--- src/rtl/cdb_pkg.sv ---
// Shared defaults, requester indices and output-state encoding for the CDB arbiter.
package cdb_pkg;

    localparam int CDB_NREQ_DEF   = 4;
    localparam int CDB_TAG_W_DEF  = 5;
    localparam int CDB_DATA_W_DEF = 32;

    localparam int CDB_ALU = 0;
    localparam int CDB_MUL = 1;
    localparam int CDB_LSU = 2;
    localparam int CDB_BR  = 3;

    typedef enum logic [1:0] {
        EMPTY = 2'd0,
        BCAST = 2'd1,
        HOLD  = 2'd2
    } cdb_state_e;

endpackage

--- src/rtl/cdb_arbiter_rr_pick.sv ---
// Combinational NREQ-way pick: first valid request found searching upward from ptr, wrapping.
module rr_pick #(
    parameter int NREQ  = 4,
    parameter int SRC_W = 2
) (
    input  logic [NREQ-1:0]  req,
    input  logic [SRC_W-1:0] ptr,
    output logic [NREQ-1:0]  gnt,
    output logic [SRC_W-1:0] idx,
    output logic             any_valid
);

    int               k;
    logic [SRC_W-1:0] kk;
    logic             found;

    always_comb begin
        gnt   = '0;
        idx   = '0;
        found = 1'b0;
        k     = 0;
        kk    = '0;
        for (int i = 0; i < NREQ; i++) begin
            k = int'(ptr) + i;
            if (k >= NREQ) k = k - NREQ;
            kk = SRC_W'(k);
            if (!found && req[kk]) begin
                found   = 1'b1;
                gnt[kk] = 1'b1;
                idx     = kk;
            end
        end
    end

    assign any_valid = |req;

endmodule

--- src/rtl/cdb_arbiter.sv ---
// Common Data Bus arbiter: grants one completion token per cycle and broadcasts it registered.
// Build option: define CDB_RR_EN for round-robin; otherwise fixed priority, lowest index wins.
//
// state | meaning
// EMPTY | no broadcast, RB_valid_cdb=0, tag/data/src cleared
// BCAST | token broadcast this cycle, RB_valid_cdb=1
// HOLD  | consumer stalled, broadcast frozen with RB_valid_cdb=1
module cdb_arbiter
    import cdb_pkg::*;
#(
    parameter int NREQ   = CDB_NREQ_DEF,
    parameter int TAG_W  = CDB_TAG_W_DEF,
    parameter int DATA_W = CDB_DATA_W_DEF,
    localparam int SRC_W = (NREQ > 1) ? $clog2(NREQ) : 1
) (
    input  logic                   clock,
    input  logic                   reset,
    input  logic [NREQ-1:0]        Req_valid_cdb,
    input  logic [NREQ*TAG_W-1:0]  Req_tag_cdb,
    input  logic [NREQ*DATA_W-1:0] Req_data_cdb,
    output logic [NREQ-1:0]        Req_gnt_cdb,
    input  logic                   Stall_cdb,
    input  logic                   Flush_cdb,
    output logic                   RB_valid_cdb,
    output logic [TAG_W-1:0]       RB_tag_cdb,
    output logic [DATA_W-1:0]      RB_data_cdb,
    output logic [SRC_W-1:0]       RB_src_cdb
);

    cdb_state_e       state_q, state_d;
    logic [SRC_W-1:0] ptr;
    logic [NREQ-1:0]  pick_gnt;
    logic [SRC_W-1:0] pick_idx;
    logic             pick_any;
    logic             gnt_en;
    logic             gnt_any;

    rr_pick #(
        .NREQ  (NREQ),
        .SRC_W (SRC_W)
    ) u_pick (
        .req       (Req_valid_cdb),
        .ptr       (ptr),
        .gnt       (pick_gnt),
        .idx       (pick_idx),
        .any_valid (pick_any)
    );

    // reset is folded in so no requester sees a grant while the block is held in reset
    assign gnt_en      = reset & ~Stall_cdb & ~Flush_cdb;
    assign gnt_any     = gnt_en & pick_any;
    assign Req_gnt_cdb = gnt_en ? pick_gnt : '0;

`ifdef CDB_RR_EN
    always_ff @(posedge clock or negedge reset) begin
        if (!reset) begin
            ptr <= '0;
        end else if (gnt_any) begin
            ptr <= (pick_idx == SRC_W'(NREQ - 1)) ? '0 : pick_idx + 1'b1;
        end
    end
`else
    assign ptr = '0;
`endif

    always_comb begin
        state_d = state_q;
        if (Flush_cdb) begin
            state_d = EMPTY;
        end else begin
            case (state_q)
                EMPTY: begin
                    if (gnt_any) state_d = BCAST;
                end
                BCAST, HOLD: begin
                    if (Stall_cdb)     state_d = HOLD;
                    else if (gnt_any)  state_d = BCAST;
                    else               state_d = EMPTY;
                end
                default: state_d = EMPTY;
            endcase
        end
    end

    always_ff @(posedge clock or negedge reset) begin
        if (!reset) begin
            state_q <= EMPTY;
        end else begin
            state_q <= state_d;
        end
    end

    // payload only loads on a grant; in HOLD no grant is possible so it stays frozen
    always_ff @(posedge clock or negedge reset) begin
        if (!reset) begin
            RB_tag_cdb  <= '0;
            RB_data_cdb <= '0;
            RB_src_cdb  <= '0;
        end else if (state_d == EMPTY) begin
            RB_tag_cdb  <= '0;
            RB_data_cdb <= '0;
            RB_src_cdb  <= '0;
        end else if (gnt_any) begin
            RB_tag_cdb  <= Req_tag_cdb[pick_idx*TAG_W +: TAG_W];
            RB_data_cdb <= Req_data_cdb[pick_idx*DATA_W +: DATA_W];
            RB_src_cdb  <= pick_idx;
        end
    end

    assign RB_valid_cdb = (state_q != EMPTY);

endmodule

--- config.mk ---
export PLATFORM = sky130hd
export DESIGN_NAME = cdb_arbiter
export DESIGN_NICKNAME = d
export VERILOG_FILES = /design/src/rtl/cdb_pkg.sv /design/src/rtl/cdb_arbiter_rr_pick.sv /design/src/rtl/cdb_arbiter.sv
export SDC_FILE = /design/constraint.sdc
export NUM_CORES = 1
export LEC_CHECK = 0
export ABC_AREA = 1
export CAP_MARGIN = 20
export CORE_ASPECT_RATIO = 1.75
export CORE_MARGIN = 8
export CORE_UTILIZATION = 45
export DETAILED_ROUTE_END_ITERATION = 8
export GPL_TIMING_DRIVEN = 0
export PLACE_DENSITY_LB_ADDON = 0.08
export SYNTH_ARGS = -nofsm -noshare
export SYNTH_HDL_FRONTEND = slang
export SYNTH_HIERARCHICAL = 1
export SYNTH_SLANG_ARGS = --single-unit
--- constraint.sdc ---
create_clock -name clock -period 2.3 [get_ports clock]
set_input_delay 0.345 -clock clock [delete_from_list [all_inputs] [get_ports clock]]
set_output_delay 0.345 -clock clock [all_outputs]
set_load 0.02 [all_outputs]
### After elaboration in Yosys (flattened, before gate mapping)

Cells that the tools add are included.

| storage, ports and cells | value |
|---|---|
| register bits after elaboration | 41 |
| input port bits | 156 |
| output and inout bits | 44 |

| operators by class | value |
|---|---|
| multipliers | 1 |
| equality and inequality tests | 2 |
| shift operators | 2 |
| multiplexer cells | 22 |
| bitwise gates (word level) | 5 |
| reduce and logical (&&, ||, !) cells | 12 |

Operators with widths:

| kind | count |
|---|---|
| variable part select 128 x 8 -> 32 bit | 1 |
| two-way mux 32 bit | 2 |
| variable part select 20 x 6 -> 5 bit | 1 |
| two-way mux 2 bit | 8 |
| two-way mux 5 bit | 2 |
| two-way mux 4 bit | 2 |
| two-way mux 1 bit | 6 |
| multiplier 2 x 3 -> 5 bit, second input constant | 1 |
| logical NOT 2 bit | 2 |
| case mux 2 bit (2 select lines) | 1 |
| nonzero test 2 bit | 2 |
| OR reduction 4 bit | 1 |
| AND 1 bit | 3 |
| logical AND 1 bit | 3 |
| logical NOT 1 bit | 3 |
| two-way mux 3 bit | 1 |
| == test 2 x 1 -> 1 bit, second input constant | 1 |
| == test 2 bit, second input constant | 1 |
| inverter 1 bit | 2 |
| OR reduction 2 bit | 1 |

### Logic depth before layout (Yosys ltp)

| logic depth | value |
|---|---|
| depth after elaboration | 14 |
| depth in mapped cells | 21 |
| gate-level depth less buffers | 18 |

### By module

The synthesis kept the hierarchy.

By module, submodules not included:

| module | instances | cells an instance | area each (um^2) | seq. area each (um^2) |
|---|---|---|---|---|
| cdb_arbiter | 1 | 673 | 3601.0 | 1026.0 |
| rr_pick | 1 | 83 | 534.3 | 0.0 |

### Least setup slack after synthesis

OpenSTA, ideal clock, no wires.

| timing path | value |
|---|---|
| path type | input to register |
| start | input Req_valid_cdb[0] |
| end | register RB_data_cdb[29] |
| data arrival time | 1.655 ns |
| path slack | 0.535 ns |
| stages | 18 |
| path buffers | 2 |
| cell sequence | nand2_4 -> nand2_4 -> nand2_8 -> nand2_8 -> o21ai_0 -> nor2_1 -> nor2_1 -> inv_1 -> buf_4 -> buf_4 -> nand2_1 -> nand2_1 -> nand2_1 -> nand2_1 -> nand2_1 -> nand2_1 -> nand2_2 -> inv_2 |

| between the ends | value |
|---|---|
| cells in the longest elaborated chain, start to end | 13 |
| elaborated cells between the ends (all ways) | 24 |
| classes of those cells | shift: 1; mux: 13; bitwise: 1; reduce/logical: 9 |

RTL lines:

| element | line | text |
|---|---|---|
| from (decl) | cdb_arbiter.sv:18 | `input logic [NREQ-1:0] Req_valid_cdb,` |
| two-way mux 1 bit (*) | cdb_arbiter_rr_pick.sv:27 | `if (!found && req[kk]) begin` |
| logical NOT 1 bit | cdb_arbiter_rr_pick.sv:27 |  |
| logical AND 1 bit | cdb_arbiter_rr_pick.sv:27 |  |
| two-way mux 1 bit | cdb_arbiter_rr_pick.sv:27 |  |
| logical NOT 1 bit | cdb_arbiter_rr_pick.sv:27 |  |
| logical AND 1 bit | cdb_arbiter_rr_pick.sv:27 |  |
| two-way mux 1 bit | cdb_arbiter_rr_pick.sv:27 |  |
| logical NOT 1 bit | cdb_arbiter_rr_pick.sv:27 |  |
| logical AND 1 bit | cdb_arbiter_rr_pick.sv:27 |  |
| two-way mux 2 bit (*) | cdb_arbiter_rr_pick.sv:27 |  |
| via pick_idx[0] | cdb_arbiter.sv:33 | `logic [SRC_W-1:0] pick_idx;` |
| variable part select 128 x 8 -> 32 bit (*) | cdb_arbiter.sv:105 | `RB_data_cdb <= Req_data_cdb[pick_idx*DATA_W +: DATA_W];` |
| two-way mux 32 bit (*) | cdb_arbiter.sv:103 | `end else if (gnt_any) begin` |
| two-way mux 32 bit (*) | cdb_arbiter.sv:99 | `end else if (state_d == EMPTY) begin` |
| to (signal assigned) | cdb_arbiter.sv:105 |  |
| to (decl) | cdb_arbiter.sv:26 | `output logic [DATA_W-1:0] RB_data_cdb,` |

Mark *: on every way through the listed nets, which the timed path passes. The rest lies on a longest branch. The select of a mux whose other input is x is not followed.
A chain may end at the register's enable or synchronous reset.

### Final worst setup path

| timing path | value |
|---|---|
| start | input reset |
| end | output Req_gnt_cdb[2] |

| between the ends | value |
|---|---|
| cells in the longest elaborated chain, start to end | 3 |

RTL lines:

| element | line | text |
|---|---|---|
| from (decl) | cdb_arbiter.sv:17 | `input logic reset,` |
| AND 1 bit (2 in series) | cdb_arbiter.sv:50 | `assign gnt_en = reset & ~Stall_cdb & ~Flush_cdb;` |
| two-way mux 4 bit | cdb_arbiter.sv:52 | `assign Req_gnt_cdb = gnt_en ? pick_gnt : '0;` |
| to (decl) | cdb_arbiter.sv:21 | `output logic [NREQ-1:0] Req_gnt_cdb,` |

No other way between the ends.

==> reports/results.txt <==
setup_tns = 0 ns
asr flop ratio synth = 100%
crit path cell chain = dlygate4sd3_1 > buf_2 > buf_12 > nand2_1 > nor2_1 > clkdlybuf4s15_2
crit path max fanout = 20
status = finished, final reports clean
met2 GRT Util = 43.3%
latest clock arrival within the worst-skew pair = 0.28 ns
Leak = 0.00394 uW
global route overflow = 0
Core Area = 8980 um^2
Setup Viol. Count Final = 0
Post-CTS Setup Inserts = 0
largest area contributor in the netlist = nand2_1
CP Data Arrival Time = 1.83 ns
Clock power frac = 29.2%
H-tree Lvls = 2
sequential fraction of the synthesis area = 24.8%
setup ws final = 0.128 ns
vias in the first global route = 5,211
Area growth syn-to-layout = 59.0%
synth warn = 6
root buffer cell = clkbuf_16
final period utilization = 94.4%
Worst setup EP type = output pin
number of remaining DRC errors = 0
startpoint types = primary input
CTS tree = built
Final Util = 73.2%
Hold Path Class = in -> async
Max Cap Viol = 0
Die ar. = 12,600 um^2
Nets = 1,137
Power Dens Cells = 425 nW/um^2
max_slew headroom = 66.2%
Synth area leaders = nand2_1 38%, dfrtp_1 25%, inv_1 11%
DP Worst Slack = -0.422 ns
Synth Instances = 756
switch share = 34.0%
Cell Rows = 46
synthesized area = 4140 um^2
first-pass GRT wire length = 23.6 mm
Post-synth EDFFs = 0
Gate power share = 44.4%
clock-pin slew on the worst setup and hold paths = 0.06 ns
crit path time final = 2.17 ns
detail-routed via count per cell = 4.63
Mean Syn Cell Area = 5.47 um^2
routability congestion estimate = 0.876
I/O Buffers = 199
slowest CP cell = dlygate4sd3_1
Wirelength per Cell = 13.7 um
CP max stage delay = 0.52 ns
Total GRT Usage = 23.5%
Max Fclk = 460 MHz
Yosys cell types = 28
Seq pwr share = 26.5%
final WL = 15.0 mm
Vias = 5,066
top cell type's share of synthesized area = 38.0%
DRT iter0 DRCs = 227
synthesized flop and latch total = 41
Die H = 143 um
P_sw = 950 uW
share of cells above drive strength 1 = 9.44%
clock tree buffer depth = 2
CTS buffer count = 5
die width = 88.5 um
antenna-violating nets left = 0
n_diodes = 0
DP HPWL = 12.0 mm
initial antenna violation count = 0
DR pass1 iterations = 4
worst slew pin tran = 0.507 ns
met1 usage = 23.7%
GR Util met3 = 5.87%
Reg2Reg Setup Slack = 0.69 ns
Final Hold Vio Count = 0
Initial Utilization = 46.1%
Most Used Layer, Global Route = met2
Int Power = 1840 uW
pin count of the biggest net entering global routing = 40
Main synth FF type = dfrtp_1
clk sinks = 41
Max IR drop VDD = 409 uV
Critical Path RT = 1.96 ns
Slew Limit Fails = 0
I/O pin total = 200
clk_skew = 0.00247 ns
Crit Path Class = in -> out
[power by group through the flow]
stage | clock, uW | combinational [uW] | sequential, uW
4_1_cts | 836 | 1210 | 739
3_3_place_gp | 0 | 1170 | 751
5_1_grt | 858 | 1380 | 740
2_1_floorplan | 0 | 699 | 762
3_5_place_dp | 0 | 1200 | 752
6_report | 814 | 1240 | 739
[timing repair]
action,4_1_cts,5_1_grt
gates resized for setup,19,17
endpoints found under the hold margin,4,0
hold buffers,1,0
pin swaps,1,2
setup endpoints to repair,35,43
cloned,0,1
[cell type report]
type / count / area (um^2)
Timing Repair Buffer: 202 / 2040
Tap cell: 120 / 150
Clock inverter: 1 / 30.0
Sequential cell: 41 / 1030
Fill cell: 787 / 2400
Clock buffer: 7 / 143
Inverter: 138 / 539
Multi-Input combinational cell: 551 / 2400
Buffer: 35 / 241
[cells in the final DEF, fill, tap and decap left out, types with 3 or more instances in the layout]
master	netlist	layout
o21ai_0	4	4
nand3_1	59	59
buf_6	3	5
dfrtp_1	41	41
nor2_1	11	9
a21boi_0	6	6
buf_2	14	11
nand2_4	4	4
nor2_2	2	4
a21oi_1	5	5
nand2_1	419	418
conb_1	1	10
clkdlybuf4s50_1	0	191
inv_2	12	13
ha_1	7	7
clkbuf_4	0	4
clkbuf_2	0	4
clkdlybuf4s15_2	0	3
nand2_2	16	17
clkbuf_1	7	5
inv_1	124	123
clkbuf_16	0	6
buf_4	7	8
[Yosys cell counts, types with 2 or more instances]
master and instances:
ha_1 7, nand2_8 2, inv_1 124, nor2_1 11
nand3_1 59, clkbuf_1 7, nand2_4 4, buf_1 3
nand2_1 419, a21oi_1 5, nor2_2 2, nand2_2 16
inv_2 12, dfrtp_1 41, o21ai_0 4, buf_4 7
buf_6 3, buf_2 14, nand3_2 2, a21boi_0 6
[registers in the layout (all words and copies together), names as in the netlist]
signal	flops
RB_tag_cdb	5
state_q	2
RB_data_cdb	32
RB_src_cdb	2
[cells by family after synthesis]
family | Yosys count | synth area share, %
flops | 41 | 24.8
other cells | 1 | 0.0907
simple gates | 518 | 52.5
fa+ha+maj | 7 | 2.12
compound gates | 16 | 2.39
buf+inv | 173 | 18.1
[path summary, 6_finish.rpt]
check,start,end,cells past startpoint
max,reset,Req_gnt_cdb[2],6
min,reset,RB_tag_cdb[1],2
max reg2reg,state_q[0],RB_data_cdb[30],9
min reg2reg,RB_data_cdb[18],RB_data_cdb[18],4
max in group asynchronous,reset,RB_data_cdb[23],3
min in group clock,RB_data_cdb[18],RB_data_cdb[18],4
[routing by layer]
layer  share of wire [%]  routed length, um
met1                  38               5680
met2                  52               7830
met3                 7.0               1060
met4                 3.2                478
met5                   0                  0
[metrics by stage]
step / instance area (um^2) / hold slack [ns] / cells / power [uW]
6_report: 6580 / 0.443 / 1095 / 2790
2_1_floorplan: 4170 / 0.0494 / 765 / 1460
3_5_place_dp: 6330 / 0.173 / 1085 / 1950
3_3_place_gp: 6310 / 0.543 / 1084 / 1920
5_1_grt: 6580 / 0.456 / 1095 / 2980
4_1_cts: 6530 / 0.401 / 1094 / 2790
[worst max-delay path: cells and delay by family]
family	cells	cell delay (ns)
buffers and inverters	4	1.21
and+or+nand+nor	2	0.25
Power figures use the tool's default switching activity.
